[config.mk]
export PLATFORM = sky130hd
export DESIGN_NAME = alu_flags
export DESIGN_NICKNAME = d
export VERILOG_FILES = /design/src/rtl/alu_flags.sv
export SDC_FILE = /design/constraint.sdc
export NUM_CORES = 1
export LEC_CHECK = 0
export BUFFER_PORTS_ARGS = -buffer_cell sky130_fd_sc_hd__buf_4
export CAP_MARGIN = 20
export CORE_UTILIZATION = 45
export DETAILED_ROUTE_END_ITERATION = 16
export GPL_TIMING_DRIVEN = 0
export HOLD_SLACK_MARGIN = 0.05
export PLACE_DENSITY = 0.67
export SLEW_MARGIN = 20
export SYNTH_ARGS = -nofsm -noshare
export SYNTH_HDL_FRONTEND = slang
export SYNTH_SLANG_ARGS = --single-unit
[constraint.sdc]
create_clock -name i_clk -period 5 [get_ports i_clk]
set_clock_uncertainty 0.1 [all_clocks]
set_input_delay 0.75 -clock i_clk [delete_from_list [all_inputs] [get_ports i_clk]]
set_output_delay 0.75 -clock i_clk [all_outputs]
set_load 0.05 [all_outputs]
[src/rtl/alu_flags.sv]
// Registered add/subtract/logic/shift ALU with a C/Z/N/V status register and a
// one-cycle result-valid strobe. Operands and op are sampled on an enabled rising edge.
module alu_flags #(
  parameter int WIDTH = 8
) (
  input  logic             i_clk,
  input  logic             i_rst,
  input  logic             i_enable,
  input  logic [3:0]       i_op,
  input  logic             i_flags_we,
  input  logic [WIDTH-1:0] i_reg_a,
  input  logic [WIDTH-1:0] i_reg_b,
  output logic [WIDTH-1:0] o_result,
  output logic             o_valid,
  output logic             o_flag_c,
  output logic             o_flag_z,
  output logic             o_flag_n,
  output logic             o_flag_v
);

  localparam logic [3:0] OP_ADD = 4'd0;
  localparam logic [3:0] OP_SUB = 4'd1;
  localparam logic [3:0] OP_ADC = 4'd2;
  localparam logic [3:0] OP_SBC = 4'd3;
  localparam logic [3:0] OP_AND = 4'd4;
  localparam logic [3:0] OP_OR  = 4'd5;
  localparam logic [3:0] OP_XOR = 4'd6;
  localparam logic [3:0] OP_CMP = 4'd7;
  localparam logic [3:0] OP_SHL = 4'd8;
  localparam logic [3:0] OP_SHR = 4'd9;

  logic             is_sub;
  logic [WIDTH-1:0] b_eff;
  logic             carry_in;
  logic [WIDTH:0]   sum;
  logic [WIDTH-1:0] alu_res;
  logic             alu_c;
  logic             alu_v;
  logic             wr_res;
  logic             wr_c;
  logic             wr_v;
  logic             wr_zn;
  logic             flags_en;

  // Subtraction is A + ~B + cin; SUB/CMP force cin=1, ADC/SBC chain the registered carry.
  always_comb begin
    is_sub   = (i_op == OP_SUB) || (i_op == OP_SBC) || (i_op == OP_CMP);
    b_eff    = is_sub ? ~i_reg_b : i_reg_b;
    carry_in = 1'b0;
    if ((i_op == OP_ADC) || (i_op == OP_SBC)) begin
      carry_in = o_flag_c;
    end else if ((i_op == OP_SUB) || (i_op == OP_CMP)) begin
      carry_in = 1'b1;
    end
    sum = {1'b0, i_reg_a} + {1'b0, b_eff} + {{WIDTH{1'b0}}, carry_in};
  end

  always_comb begin
    alu_res = o_result;
    alu_c   = o_flag_c;
    alu_v   = o_flag_v;
    wr_res  = 1'b0;
    wr_c    = 1'b0;
    wr_v    = 1'b0;
    wr_zn   = 1'b0;
    case (i_op)
      OP_ADD, OP_SUB, OP_ADC, OP_SBC, OP_CMP: begin
        alu_res = sum[WIDTH-1:0];
        alu_c   = sum[WIDTH];
        // Overflow of A + b_eff: same operand signs, different result sign.
        alu_v   = (i_reg_a[WIDTH-1] == b_eff[WIDTH-1]) &&
                  (sum[WIDTH-1] != i_reg_a[WIDTH-1]);
        wr_res  = (i_op != OP_CMP);
        wr_c    = 1'b1;
        wr_v    = 1'b1;
        wr_zn   = 1'b1;
      end
      OP_AND: begin
        alu_res = i_reg_a & i_reg_b;
        wr_res  = 1'b1;
        wr_zn   = 1'b1;
      end
      OP_OR: begin
        alu_res = i_reg_a | i_reg_b;
        wr_res  = 1'b1;
        wr_zn   = 1'b1;
      end
      OP_XOR: begin
        alu_res = i_reg_a ^ i_reg_b;
        wr_res  = 1'b1;
        wr_zn   = 1'b1;
      end
      OP_SHL: begin
        alu_res = {i_reg_a[WIDTH-2:0], 1'b0};
        alu_c   = i_reg_a[WIDTH-1];
        wr_res  = 1'b1;
        wr_c    = 1'b1;
        wr_zn   = 1'b1;
      end
      OP_SHR: begin
        alu_res = {1'b0, i_reg_a[WIDTH-1:1]};
        alu_c   = i_reg_a[0];
        wr_res  = 1'b1;
        wr_c    = 1'b1;
        wr_zn   = 1'b1;
      end
      default: begin
      end
    endcase
    flags_en = i_enable && (i_flags_we || (i_op == OP_CMP));
  end

  // o_valid is a strobe, not a handshake: high for the cycle after every enabled
  // edge (NOPs included), telling the consumer o_result and the flags are current.
  always_ff @(posedge i_clk) begin
    if (i_rst) begin
      o_result <= '0;
      o_valid  <= 1'b0;
      o_flag_c <= 1'b0;
      o_flag_z <= 1'b0;
      o_flag_n <= 1'b0;
      o_flag_v <= 1'b0;
    end else begin
      o_valid <= i_enable;
      if (i_enable && wr_res) begin
        o_result <= alu_res;
      end
      if (flags_en) begin
        if (wr_c) begin
          o_flag_c <= alu_c;
        end
        if (wr_v) begin
          o_flag_v <= alu_v;
        end
        if (wr_zn) begin
          o_flag_z <= (alu_res == '0);
          o_flag_n <= alu_res[WIDTH-1];
        end
      end
    end
  end

endmodule
Word level (Yosys, flattened, before mapping) --
Cells that the tools add are included.
Operators by class: add/subtract/negate cells 2, equal/unequal tests 12, muxes and demuxes 9, bitwise logic cells 4, reductions and logical operators 18
Operators by type and width (count):
- case mux 8 bit (6 select lines) | 1
- == test 4 x 3 -> 1 bit (second input constant) | 4
- OR reduction 10 bit | 1
- OR reduction 5 bit | 2
- adder 8 x 8 -> 9 bit | 1
- adder 9 x 1 -> 9 bit | 1
- bitwise AND 8 bit | 1
- == test 4 x 2 -> 1 bit (second input constant) | 2
- == test 4 bit (second input constant) | 2
- logical NOT 8 bit | 1
- two-way mux 8 bit | 1
- NOT 8 bit | 1
- OR 8 bit | 1
- XOR 8 bit | 1
- OR reduction 7 bit | 1
- AND reduction 3 bit | 2
- logical OR 1 bit | 5
- two-way mux 1 bit | 5
- == test 4 x 1 -> 1 bit (second input constant) | 1
- logical NOT 4 bit | 1
- != test 4 x 3 -> 1 bit (second input constant) | 1
- logical AND 1 bit | 3
- case mux 1 bit (3 select lines) | 1
- nonzero test 3 bit | 1
- 4 further kinds | 4
Word-level totals: bits in registers 13, bits of input ports 24, output and inout bits 13, logic and storage cells 51

Depth between registers and ports, before layout --
word-level depth 8, mapped depth 15, mapped depth without buffers 13

Worst setup path before layout --
OpenSTA, ideal clock, no wires.
kind input to register, start input i_op[0], end register o_flag_z, library setup time 88 ps, arrival time 3575 ps, data required time 4812 ps, setup slack 1237 ps, cell stages on the path 13, path buffers 1, cells stage by stage buf_4 nand2_1 a21o_1 nor2_2 xnor2_1 fa_1 inv_1 fa_1 xnor2_1 a2111o_1 nor4_1 o2111ai_1 o32ai_2
Between the ends: word-level cells in the longest chain between the ends 8, elaborated cells on any way between the ends 27, classes of those cells 2 x add/sub; 9 x eq/ne; 5 x mux; 11 x reduce/logical
Ends and longest elaborated chain:
- start: declaration | line 9 | input logic [3:0] i_op,
- == test 4 x 1 -> 1 bit / == test 4 x 2 -> 1 bit (equally long branches)
- logical OR 1 bit (2 in series) | line 47 | is_sub = (i_op == OP_SUB) || (i_op == OP_SBC) || (i_op == OP_CMP);
- two-way mux 8 bit | line 48 | b_eff = is_sub ? ~i_reg_b : i_reg_b;
- adder 8 x 8 -> 9 bit | line 55 | sum = {1'b0, i_reg_a} + {1'b0, b_eff} + {{WIDTH{1'b0}}, carry_in};
- adder 9 x 1 -> 9 bit | line 55
- case mux 8 bit (6 select lines) | line 66 | case (i_op)
- logical NOT 8 bit | line 136 | o_flag_z <= (alu_res == '0);
- end signal: assignment | line 136
- end: declaration | line 16 | output logic o_flag_z,
Parallel ways exist; a longest one is shown, timed or not. A chain may end at the register's enable or synchronous reset.

Worst setup path in the final report --
Ends and elaborated chain as after synthesis.

==> impl_metrics.json <==
{
  "finish.utilization_pct": 56.52,
  "syn_inst": 251,
  "synthTopCellsByArea": "ha_1 15%, dfxtp_1 14%, inv_1 5.2%",
  "grtUsageTotal_pct": 25.22,
  "async_reset_ff_share_pct": 0,
  "antenna_found_initial": 0,
  "worstSetupPathType": "in -> reg",
  "holdPathStages": 2,
  "yosys_warnings": 0,
  "ys_ff_latch": 13,
  "antennaDiodeCount": 0,
  "clk_pin_slew_worst_paths_ns": 0.05,
  "yosysTopAreaCell": "ha_1",
  "dp_hpwl_mm": 4.179,
  "synthAdderAreaFrac_pct": 17.41,
  "post_cts_buffers": 0,
  "ios": 37,
  "ant_nets": 0,
  "post_cts_resized": 0,
  "numPortBuffers": 36,
  "synth_area_um2": 1883,
  "synth_common_cells": "26 x inv_1, 23 x ha_1, 21 x nor2_1",
  "start_util_pct": 47.08,
  "min_from": "o_flag_c$_SDFFE_PP0P_",
  "yosysMostFrequentCell": "inv_1",
  "critPathArrivalTime_ns": 4.35,
  "drive_gt1_share_pct": 16.84,
  "ys.flop_type": "dfxtp_1",
  "wl_mm": 5.400,
  "wl_per_cell_um": 15.84,
  "syn-num-nets": 300,
  "cts_tree": "built",
  "power_density_nw_per_um2": 191.9,
  "holdBufCountCts": 0,
  "p_sw_uw": 177.5,
  "path_buf_inv": 3,
  "path_depth": 14,
  "reg2reg_slack_ns": 1.91,
  "synth_compound_area_share_pct": 30.10,
  "path_cells": "buf_4 -> buf_4 -> nand2_1 -> a21o_1 -> nor2_2 -> xnor2_1 -> fa_1 -> inv_1 -> fa_1 -> xnor2_1 -> a2111o_1 -> nor4_1 -> o2111ai_1 -> o32ai_2",
  "pwr-share-clk_pct": 21.6,
  "die_w_um": 66.69,
  "dr_total_vias": 1990,
  "cts.sinks": 13,
  "holdWs_ns": 0.3793,
  "maxCapViolations": 0,
  "numCtsBuffers": 3,
  "critical_path.top_delay_family": "compound AO/OA/AOI/OAI gates",
  "p_comb_share_pct": 51.8,
  "die-height_um": 66.69,
  "routabilityCongestion": 0.8943,
  "fp-row-count": 23,
  "max_stage_delay_ns": 0.55,
  "grt_pass1_vias": 1718,
  "slew_headroom_pct": 56.10,
  "cp_slowest_cell": "nor2_2",
  "nets": 341,
  "r2r_start": "o_flag_c$_SDFFE_PP0P_",
  "synth_top_area_share_pct": 15.28,
  "root_buffer": "clkbuf_8",
  "rr_worst_depth": 12,
  "vias_per_cell": 5.836,
  "syn_to_final_growth_pct": 20.07,
  "clk_latency_ns": 0.24,
  "yosysSeqAreaShare_pct": 13.82,
  "vdd_drop_max_uv": 214.9,
  "hold_end": "o_flag_c$_SDFFE_PP0P_",
  "rsz0062_at_grt": "no",
  "clockBufferDepth": 2,
  "worstPathRequired_ns": 5.06,
  "grt_overflow": 0,
  "p_sw_share_pct": 40.92,
  "startpoint_type": "primary input",
  "yosys.area_share.simple_pct": 22.26,
  "yosys-mux-area-fraction_pct": 3.322,
  "finalCritPeriodShare_pct": 85.91,
  "dieArea_um2": 4448,
  "h-tree-depth": 1,
  "drc": 0,
  "worst_pin_slew_ns": 0.6578,
  "critPathCaptureType": "flip-flop",
  "grt_pass1_wl_mm": 8.473,
  "avgSynthCellArea_um2": 7.502,
  "core_area_um2": 4000,
  "crit_fanout": 10,
  "fin_crit_ns": 4.296,
  "report.final.slew_viol_count": 0,
  "synth_top_family_by_area": "compound AO/OA/AOI/OAI gates",
  "yosysUniqueCellTypes": 61,
  "worstReg2RegEnd": "o_flag_z$_SDFFE_PP0P_",
  "p_leak_uw": 0.001024,
  "fmax_ghz": 0.2328,
  "power_uw": 433.8,
  "setup_viol": 0,
  "hold_violations": 0,
  "setup_tns_ns": 0,
  "outcome": "complete, no violations",
  "synth-xor-area-share_pct": 4.186,
  "grt_max_degree": 11,
  "first_iter_violations": 140,
  "intPower_uw": 256.3,
  "synth_edf_count": 0,
  "firstDrtPassIters": 4,
  "sequentialPowerShare_pct": 26.6,
  "hold_path_class": "reg -> reg"
}
[worst register-to-register path: stages (launching register included)]
cell and delay [ns]:
dfxtp_1 0.35, nand2_1 0.06, nand2_1 0.08, nand2_1 0.06
a21oi_1 0.18, fa_1 0.27, inv_1 0.07, fa_1 0.40
xnor2_1 0.15, a2111o_1 0.46, nor4_1 0.37, o2111ai_1 0.19
o32ai_2 0.26
[cell families (layout without fill, tap and decap cells)]
group	Yosys count	in the layout
compound gates	80	80
xor+xnor	9	9
fa+ha+maj	25	25
buf+inv	40	80
flops	13	13
mux	6	6
simple gates	78	78
[state kept, by name, indices dropped and copies added, names as in the netlist]
signal,flops
o_result,8
o_valid,1
o_flag_v,1
o_flag_c,1
o_flag_z,1
o_flag_n,1
[through the flow]
step                      setup WS, ns  std cells  instance area, um2
final                           0.7043        341                2261
after floorplan                  1.237        251                1883
after CTS                       0.7480        341                2261
after detailed placement        0.4845        337                2216
after global placement          0.5070        337                2216
after global routing            0.5287        341                2261
[worst max-delay path by stage]
stage / start / endpoint / slack (ns)
finish: i_op[0] / o_flag_z$_SDFFE_PP0P_ / 0.70
detailed placement: i_op[0] / o_flag_z$_SDFFE_PP0P_ / 0.48
floorplan: i_op[0] / o_flag_z$_SDFFE_PP0P_ / 1.24
global placement: i_op[0] / o_flag_z$_SDFFE_PP0P_ / 0.51
global route: i_op[0] / o_flag_z$_SDFFE_PP0P_ / 0.53
CTS: i_op[0] / o_flag_z$_SDFFE_PP0P_ / 0.75
[placed cells by master (no fill, tap or decap), types with 5 or more instances in the layout]
master and n:
o21ai_0 7, nand3_1 7, o211ai_1 5, buf_4 38, a21oi_1 19, nand2_1 14, nor2b_1 7, ha_1 23
nand3b_1 5, xnor2_1 9, o22ai_1 5, nor2_1 21, clkbuf_1 9, dfxtp_1 13, a211oi_1 9, inv_1 26
[area by class of cell]
type / count / area (um2)
flip-flops and latches: 13 / 260.3
repair buffers: 36 / 270.3
well taps: 50 / 62.56
fillers: 419 / 1739
inverters: 27 / 101.3
clock buffers: 4 / 45.04
plain buffers: 13 / 66.31
multi-input cells: 198 / 1455
[layer usage]
metal	up-vias	GRT usage (%)	routed length, um
met5	-	0	0
li1	992	-	-
met2	70	39.52	2383
met4	0	4.787	74
met3	7	2.740	304
met1	921	36.77	2637
[power groups by stage]
stage               registers, uW  clock network (uW)  logic (uW)
floorplan                     142                   0         130
global route                  116                 101         246
detailed placement            118                   0         221
global placement              118                   0         220
CTS                           116                95.6         223
finish                        116                93.7         225
Power figures use the tool's default switching activity.
